**config.mk**
```make
export PLATFORM = sky130hd
export DESIGN_NAME = ifm_out_fsm
export DESIGN_NICKNAME = d
export VERILOG_FILES = /design/src/rtl/ifm_out_fsm.sv
export SDC_FILE = /design/constraint.sdc
export NUM_CORES = 1
export LEC_CHECK = 0
export CAP_MARGIN = 20
export CORE_MARGIN = 3
export CORE_UTILIZATION = 45
export CTS_CLUSTER_DIAMETER = 40
export CTS_CLUSTER_SIZE = 24
export DETAILED_ROUTE_END_ITERATION = 7
export GPL_ROUTABILITY_DRIVEN = 0
export MAX_ROUTING_LAYER = met4
export PLACE_DENSITY_LB_ADDON = 0.08
export SLEW_MARGIN = 5
export SYNTH_ARGS = -nofsm -noshare
export SYNTH_HDL_FRONTEND = slang
export SYNTH_SLANG_ARGS = --single-unit
```
**constraint.sdc**
```tcl
create_clock -name sys_clk -period 12.15 [get_ports sys_clk]
set_clock_uncertainty 0.05 [all_clocks]
set_input_delay 2.43 -clock sys_clk [delete_from_list [all_inputs] [get_ports sys_clk]]
set_output_delay 2.43 -clock sys_clk [all_outputs]
set_load 0.005 [all_outputs]
```
**src/rtl/ifm_out_fsm.sv**
```systemverilog
// ifm_out_fsm
// Store-and-forward reader for the 10GbE receive path. It waits for a frame's
// status word in the info FIFO, then either streams the frame's beats from the
// data FIFO to the AXI4-Stream master port or discards them if the status
// flags a MAC error. It also keeps wrapping good/bad frame and good byte counts.
module ifm_out_fsm #(
  parameter int C_CNT_W  = 32,
  parameter int C_BYTE_W = 48
) (
  input  logic                sys_clk,
  input  logic                sys_rst,
  input  logic [72:0]         data_fifo_rdata,
  input  logic                data_fifo_empty,
  output logic                data_fifo_rden,
  input  logic [7:0]          info_fifo_rdata,
  input  logic                info_fifo_empty,
  output logic                info_fifo_rden,
  output logic [63:0]         m_axis_tdata,
  output logic [7:0]          m_axis_tkeep,
  output logic                m_axis_tlast,
  output logic                m_axis_tvalid,
  input  logic                m_axis_tready,
  output logic [C_CNT_W-1:0]  good_frames,
  output logic [C_CNT_W-1:0]  bad_frames,
  output logic [C_BYTE_W-1:0] good_bytes,
  output logic [3:0]          ifm_out_fsm_dbg
);

  localparam logic [1:0] S_IDLE = 2'h0;
  localparam logic [1:0] S_FWD  = 2'h1;
  localparam logic [1:0] S_DROP = 2'h2;

  logic [1:0] state;
  logic [1:0] state_nxt;
  logic       head_last;
  logic       fwd_pop;
  logic       drop_pop;
  logic [3:0] keep_cnt;
  logic       info_rsvd_unused;

  // Number of valid bytes in a beat, 0..8.
  function automatic logic [3:0] count_keep(input logic [7:0] keep);
    logic [3:0] n;
    n = 4'd0;
    for (int i = 0; i < 8; i++) begin
      n = n + {3'd0, keep[i]};
    end
    return n;
  endfunction

  // The FIFO head is FWFT, so the stream payload is a straight wire from it.
  assign m_axis_tdata    = data_fifo_rdata[63:0];
  assign m_axis_tkeep    = data_fifo_rdata[71:64];
  assign m_axis_tlast    = data_fifo_rdata[72];
  assign head_last       = data_fifo_rdata[72];
  assign keep_cnt        = count_keep(data_fifo_rdata[71:64]);
  assign ifm_out_fsm_dbg = {2'b00, state};

  // Status bits [7:1] are reserved and deliberately ignored.
  assign info_rsvd_unused = ^info_fifo_rdata[7:1];

  // Output decode and next-state selection for the current state.
  always_comb begin
    // NOTE: every signal written here gets a default first, so no path through
    // the case leaves it unassigned and no latch is inferred.
    state_nxt      = state;
    info_fifo_rden = 1'b0;
    data_fifo_rden = 1'b0;
    m_axis_tvalid  = 1'b0;
    fwd_pop        = 1'b0;
    drop_pop       = 1'b0;
    case (state)
      S_IDLE: begin
        // Never consume a status word while the FIFOs are being reset with us.
        info_fifo_rden = ~info_fifo_empty & ~sys_rst;
        if (~info_fifo_empty) begin
          state_nxt = info_fifo_rdata[0] ? S_DROP : S_FWD;
        end
      end
      S_FWD: begin
        m_axis_tvalid  = ~data_fifo_empty;
        fwd_pop        = ~data_fifo_empty & m_axis_tready;
        data_fifo_rden = fwd_pop;
        if (fwd_pop & head_last) begin
          state_nxt = S_IDLE;
        end
      end
      S_DROP: begin
        drop_pop       = ~data_fifo_empty;
        data_fifo_rden = drop_pop;
        if (drop_pop & head_last) begin
          state_nxt = S_IDLE;
        end
      end
      default: begin
        state_nxt = S_IDLE;
      end
    endcase
  end

  // State register; the unused encoding falls back to idle via state_nxt.
  always_ff @(posedge sys_clk or posedge sys_rst) begin
    // NOTE: clocked state uses non-blocking assignments so every flop samples
    // the pre-edge values regardless of block evaluation order.
    if (sys_rst) begin
      state <= S_IDLE;
    end else begin
      state <= state_nxt;
    end
  end

  // Statistics: bytes per forwarded beat, frames on the tlast pop.
  always_ff @(posedge sys_clk or posedge sys_rst) begin
    if (sys_rst) begin
      good_frames <= '0;
      bad_frames  <= '0;
      good_bytes  <= '0;
    end else begin
      if (fwd_pop) begin
        good_bytes <= good_bytes + C_BYTE_W'(keep_cnt);
        if (head_last) begin
          good_frames <= good_frames + C_CNT_W'(1);
        end
      end
      if (drop_pop & head_last) begin
        bad_frames <= bad_frames + C_CNT_W'(1);
      end
    end
  end

endmodule

```
==> results of run 1 <==
==> metal layers <==
layer / track usage / vias to the layer above
li1: - / 1987
met4: 0.0749 / 0
met5: - / -
met1: 0.237 / 1976
met2: 0.268 / 144
met3: 0.0548 / 41
==> through the flow <==
step	util	hold slack [ns]	total power [W]
detailed placement	0.548	0.415	0.000610
finish	0.596	0.416	0.00111
global route	0.596	0.444	0.00117
CTS	0.596	0.424	0.00113
global placement	0.548	0.410	0.000606
floorplan	-	0.418	0.000549
==> critical path, delay by kind of cell <==
kind,cells,cell delay (ns)
and+or+nand+nor,1,0.54
AOI/OAI and AO/OA,1,0.19
buffers and inverters,2,1.04
==> final cells by class <==
type                    count  area (um2)
inverters                  20        77.6
clock inverters             4        95.1
well taps                 172         215
clock buffers              26         519
repair buffers            141        1410
fillers                  1114        5200
flip-flops and latches    114        2850
multi-input cells         352        2500
==> synthesized netlist by cell type (all sizes together) (5+ instances only) <==
cell and instances:
inv 20, nand2 49, and3 11, and4 12, buf 80, fa 5
xnor2 75, xor2 32, dfrtp 114, nand3 39, nor2 31, ha 11
nor3 13, nand4 24, nor4 7, a21oi 6
==> logic make-up after synthesis <==
kind of cell,after synthesis,synth area share
buf+inv,100,0.111
mux,3,0.00561
xor+xnor,107,0.156
flops,114,0.474
fa+ha+maj,16,0.0395
other cells,1,0.000623
simple gates,206,0.192
compound gates,18,0.0220
==> state kept, by name, summed over array words and instances, names as in the netlist <==
name,count
bad_frames,32
good_bytes,48
good_frames,32
state,2
==> power by group <==
| group | switching [W] | internal [W] | total (W) |
|---|---|---|---|
| sequential | 0.0000202 | 0.000399 | 0.000419 |
| clock | 0.000160 | 0.000353 | 0.000513 |
| combinational | 0.0000834 | 0.0000976 | 0.000181 |
==> how the worst min path moves through the flow <==
stage	cells past startpoint	to	startpoint
final	1	good_frames[31]$_DFFE_PP0P_	good_frames[31]$_DFFE_PP0P_
after global routing	1	good_bytes[47]$_DFFE_PP0P_	good_bytes[47]$_DFFE_PP0P_
after CTS	1	good_frames[31]$_DFFE_PP0P_	good_frames[31]$_DFFE_PP0P_
after detailed placement	1	good_bytes[47]$_DFFE_PP0P_	good_bytes[47]$_DFFE_PP0P_
after global placement	1	good_frames[31]$_DFFE_PP0P_	good_frames[31]$_DFFE_PP0P_
after floorplan	1	bad_frames[31]$_DFFE_PP0P_	bad_frames[31]$_DFFE_PP0P_
==> results.cfg, run 1 <==
[yosys]
yosys-top-cells-area = dfrtp_1 47%, xnor2_1 11%, buf_4 9.3%, xor2_1 4.7%, nand3_1 3.2%
synth_top_area_share = 0.474
synth-async-reset-ratio = 1.00
synth.cell_area_um2 = 6020
synthFlopType = dfrtp_1
synth_seq_cells = 114
synth_top_area_cell = dfrtp_1
yosysSeqAreaShare = 0.474
synth.avg_cell_area_um2 = 10.7
yosysUniqueCellTypes = 41
ys_warn_count = 0
synth_edf_count = 0
synth_cells = 565

[detailed_routing]
viasPerCell = 5.00
route.detailed.drc = 0
wl_met3_um = 857
drt_iter0_drc = 215
wl_per_cell_um = 15.7
vias = 4148
wl_met1_um = 5770
wirelength_um = 13000
top_layer = met4
wl_met2_um = 6030
ant_nets = 0
drt-pass1-iter-count = 6

[cts]
postCtsSetupBuffers = 0
cts_max_level = 4
clockBufferDepth = 2
clk_latency_ns = 0.40
cts_buffers = 17
cts_tree = built
cts_root_buf = clkbuf_16
ctsHoldBuffers = 0
cts_sinks = 114
clkTransAtPathRegs_ns = 0.05
cts-resized-gates = 0

[global_route]
grt_max_degree = 71
grt_pass1_vias = 4018
grtUsageTotal = 0.183
grt_overflow = 0
grt_pass1_wl_um = 20900
antenna_found_initial = 0

[sta]
worst_slew_margin_rel = 0.383
worstMarginPinSlew_ns = 0.925
worst_slack_ns = 5.46
hold_viol_final = 0
setup_tns_ns = 0
max_freq_mhz = 150
drv_slew = 0
setup_viol = 0
fin_crit_ns = 6.69
rsz0062_at_grt = no
fin_crit_sh = 0.550

[die]
initial_core_util = 0.468
io_pins = 278
fp-row-count = 41
die_area_um2 = 14800
core_um2 = 12900
die_width_um = 122
fp.dieH_um = 122

[flow_run]
maxCapViolCount = 0

[setup_path]
path_common_cell = clkdlybuf4s50_1
reg2regPathDepth = 11
setup.worst_path.start = data_fifo_empty
critical-path-slowest-cell = and3b_1
reg2reg_setup_slack_ns = 8.51
worstPathRequired_ns = 9.67
cp-end-kind = primary output
crit_path_cell_trace = clkdlybuf4s50_1, and3b_1, o21a_1, clkdlybuf4s50_1
rr_endpoint = good_bytes[40]$_DFFE_PP0P_
crit_arrival_ns = 4.21
cp_slowest_stage_delay_ns = 0.54
crit_type = in2out
r2r-start = good_bytes[0]$_DFFE_PP0P_
start_kind = input pin
crit_fanout = 12
endpoint = data_fifo_rden

[finish]
fin_area_um2 = 7670
final_cell_mix = 140 x clkdlybuf4s50_1, 114 x dfrtp_1, 75 x xnor2_1
mostFrequentLayoutCell = clkdlybuf4s50_1
area_growth_pct = 27.4
final_cell_count_no_fill = 829
diodes = 0
nNetsFinal = 748
layout-drive-gt1-share = 0.0654

[pwr]
p_per_area_nw_per_um2 = 145
ir_drop_v = 0.0000872
p_leak_nw = 3.42

[outcome]
outcome = finished, final reports clean

[place]
placed_area_um2 = 7060
port_buffers = 140
dp_hpwl_um = 9510
place_ws_ns = 5.44
placedCellCount = 799

[worst_hold_path]
hold_path.class = reg2reg
Note: power is estimated with default switching activity, not from simulation.
==> run 2: changes to the inputs <==
--- a/config.mk
+++ b/config.mk
@@ -7,7 +7,7 @@
 export LEC_CHECK = 0
 export CAP_MARGIN = 20
 export CORE_MARGIN = 3
-export CORE_UTILIZATION = 45
+export CORE_UTILIZATION = 42
 export CTS_CLUSTER_DIAMETER = 40
 export CTS_CLUSTER_SIZE = 24
 export DETAILED_ROUTE_END_ITERATION = 7
==> constraint.sdc (replaced) <==
create_clock -name sys_clk -period 6.22 [get_ports sys_clk]
set_clock_uncertainty 0.05 [all_clocks]
set_input_delay 1.244 -clock sys_clk [delete_from_list [all_inputs] [get_ports sys_clk]]
set_output_delay 1.244 -clock sys_clk [all_outputs]
set_load 0.005 [all_outputs]
==> results.cfg, run 2 (synthesized netlist as in run 1, its figures left out) <==
[setup_path]
rr_endpoint = good_bytes[40]$_DFFE_PP0P_
worstPathRequired_ns = 6.50
path_common_cell = fa_1
reg2regPathDepth = 11
reg2reg_setup_slack_ns = 2.60
start_kind = input pin
crit_arrival_ns = 5.33
crit_fanout = 13
critical-path-slowest-cell = nand4b_2
cp-end-kind = flop
crit_path_cell_trace = clkdlybuf4s50_1, fa_1, inv_1, fa_1, fa_1, fa_1, inv_1, fa_1, a21o_1, a21oi_1, nand4b_2, nor4_4, xor2_1
cp_slowest_stage_delay_ns = 0.57
r2r-start = good_bytes[0]$_DFFE_PP0P_
crit_type = in2reg

[sta]
setup_tns_ns = 0
drv_slew = 0
fin_crit_ns = 5.05
max_freq_mhz = 198
setup_viol = 0
worst_slack_ns = 1.17
worst_slew_margin_rel = 0.472
fin_crit_sh = 0.812
worstMarginPinSlew_ns = 0.786
rsz0062_at_grt = no
hold_viol_final = 0

[finish]
area_growth_pct = 28.1
nNetsFinal = 750
final_cell_mix = 140 x clkdlybuf4s50_1, 114 x dfrtp_1, 75 x xnor2_1
fin_util = 0.554
reg_top3 = good_bytes x48, bad_frames x32, good_frames x32
diodes = 0
largest_reg_flops = 48
fill_cells = 1243
final_cell_count_no_fill = 841
layout-drive-gt1-share = 0.0756
mostFrequentLayoutCell = clkdlybuf4s50_1
regMostFlops = good_bytes

[cts]
postCtsSetupBuffers = 0
ctsHoldBuffers = 0
clk_latency_ns = 0.41
cts_buffers = 17
clkTransAtPathRegs_ns = 0.06
cts-resized-gates = 0
cts_max_level = 4
clockBufferDepth = 2
cts_tree = built
cts_root_buf = clkbuf_16
cts_sinks = 114

[worst_hold_path]
hold_end = bad_frames[31]$_DFFE_PP0P_
min_path_cells = 1
hold_path.class = reg2reg
worstHoldStart = bad_frames[31]$_DFFE_PP0P_

[detailed_routing]
wl_per_cell_um = 15.7
viasPerCell = 4.96
vias = 4168
drt_iter0_drc = 250
wirelength_um = 13200
route.detailed.drc = 0
drt-pass1-iter-count = 4
ant_nets = 0

[pwr]
p_leak_nw = 3.42
ir_drop_v = 0.000177
p_per_area_nw_per_um2 = 282

[global_route]
grtUsageMet1 = 0.231
grt_max_degree = 83
busiest_layer = met2
grtUsageMet2 = 0.263
grt_pass1_vias = 4382
grt_overflow = 0
use_met3 = 0.0568
antenna_found_initial = 0
grtUsageTotal = 0.183
grt_pass1_wl_um = 22800

[die]
io_pins = 278
fp.dieH_um = 126
initial_core_util = 0.432
core_um2 = 13900
die_area_um2 = 15800
fp-row-count = 43
die_width_um = 126

[place]
dp_hpwl_um = 9670
placedCellCount = 808
place_ws_ns = 0.755
port_buffers = 140

[outcome]
outcome = finished, final reports clean

[flow_run]
maxCapViolCount = 0
run 2: cell count changes in the layout (fill, tap and decap cells not counted):
cell        delta
buf_16         +1
buf_4          +1
clkbuf_1       -3
clkbuf_8       -4
clkinv_2       +2
clkinv_4       +2
clkinvlp_4     +5
run 2: metal layers:
| layer | vias up | part of all wire |
|---|---|---|
| met3 | 54 | 0.065 |
| met4 | 0 | 0.043 |
| met1 | 1995 | 0.44 |
| met5 | - | 0 |
| li1 | 1989 | - |
| met2 | 130 | 0.45 |
run 2: cell type report:
type / count / area [um2] / share of cell area
Clock inverter: 13 / 160 / 0.0208
Multi-Input combinational cell: 352 / 2500 / 0.325
Sequential cell: 114 / 2850 / 0.370
Timing Repair Buffer: 143 / 1440 / 0.187
Tap cell: 180 / 225 / 0.0292
Inverter: 20 / 77.6 / 0.0101
Clock buffer: 19 / 453 / 0.0587
run 2: worst max path at each step:
stage / start / depth (start not counted) / endpoint
floorplan: data_fifo_rdata[64] / 13 / good_bytes[38]$_DFFE_PP0P_
global placement: data_fifo_rdata[64] / 13 / good_bytes[40]$_DFFE_PP0P_
detailed placement: data_fifo_rdata[64] / 13 / good_bytes[42]$_DFFE_PP0P_
CTS: data_fifo_rdata[64] / 13 / good_bytes[40]$_DFFE_PP0P_
global route: data_fifo_rdata[64] / 13 / good_bytes[40]$_DFFE_PP0P_
finish: data_fifo_rdata[64] / 13 / good_bytes[40]$_DFFE_PP0P_
run 2: worst max-delay path: cells and delay by family:
| family | cells | cell delay, ns |
|---|---|---|
| adders and majority gates | 5 | 2.08 |
| and+or+nand+nor | 2 | 0.99 |
| buffers and inverters | 3 | 0.59 |
| AOI/OAI and AO/OA | 2 | 0.26 |
| xor gates and xnor gates | 1 | 0.17 |
run 2: metrics by stage:
stage	total power [W]	cell area (um2)	hold WS, ns
6_report	0.00218	7720	0.423
5_1_grt	0.00230	7720	0.450
4_1_cts	0.00221	7690	0.425
3_5_place_dp	0.00120	7080	0.416
3_3_place_gp	0.00118	7080	0.410
2_1_floorplan	0.00107	6030	0.418
run 2: where the power goes:
part / internal [W] / total, W / switching, W
sequential: 0.000778 / 0.000817 / 0.0000389
combinational: 0.000193 / 0.000362 / 0.000169
clock: 0.000649 / 0.000997 / 0.000348
total: 0.00162 / 0.00218 / 0.000556
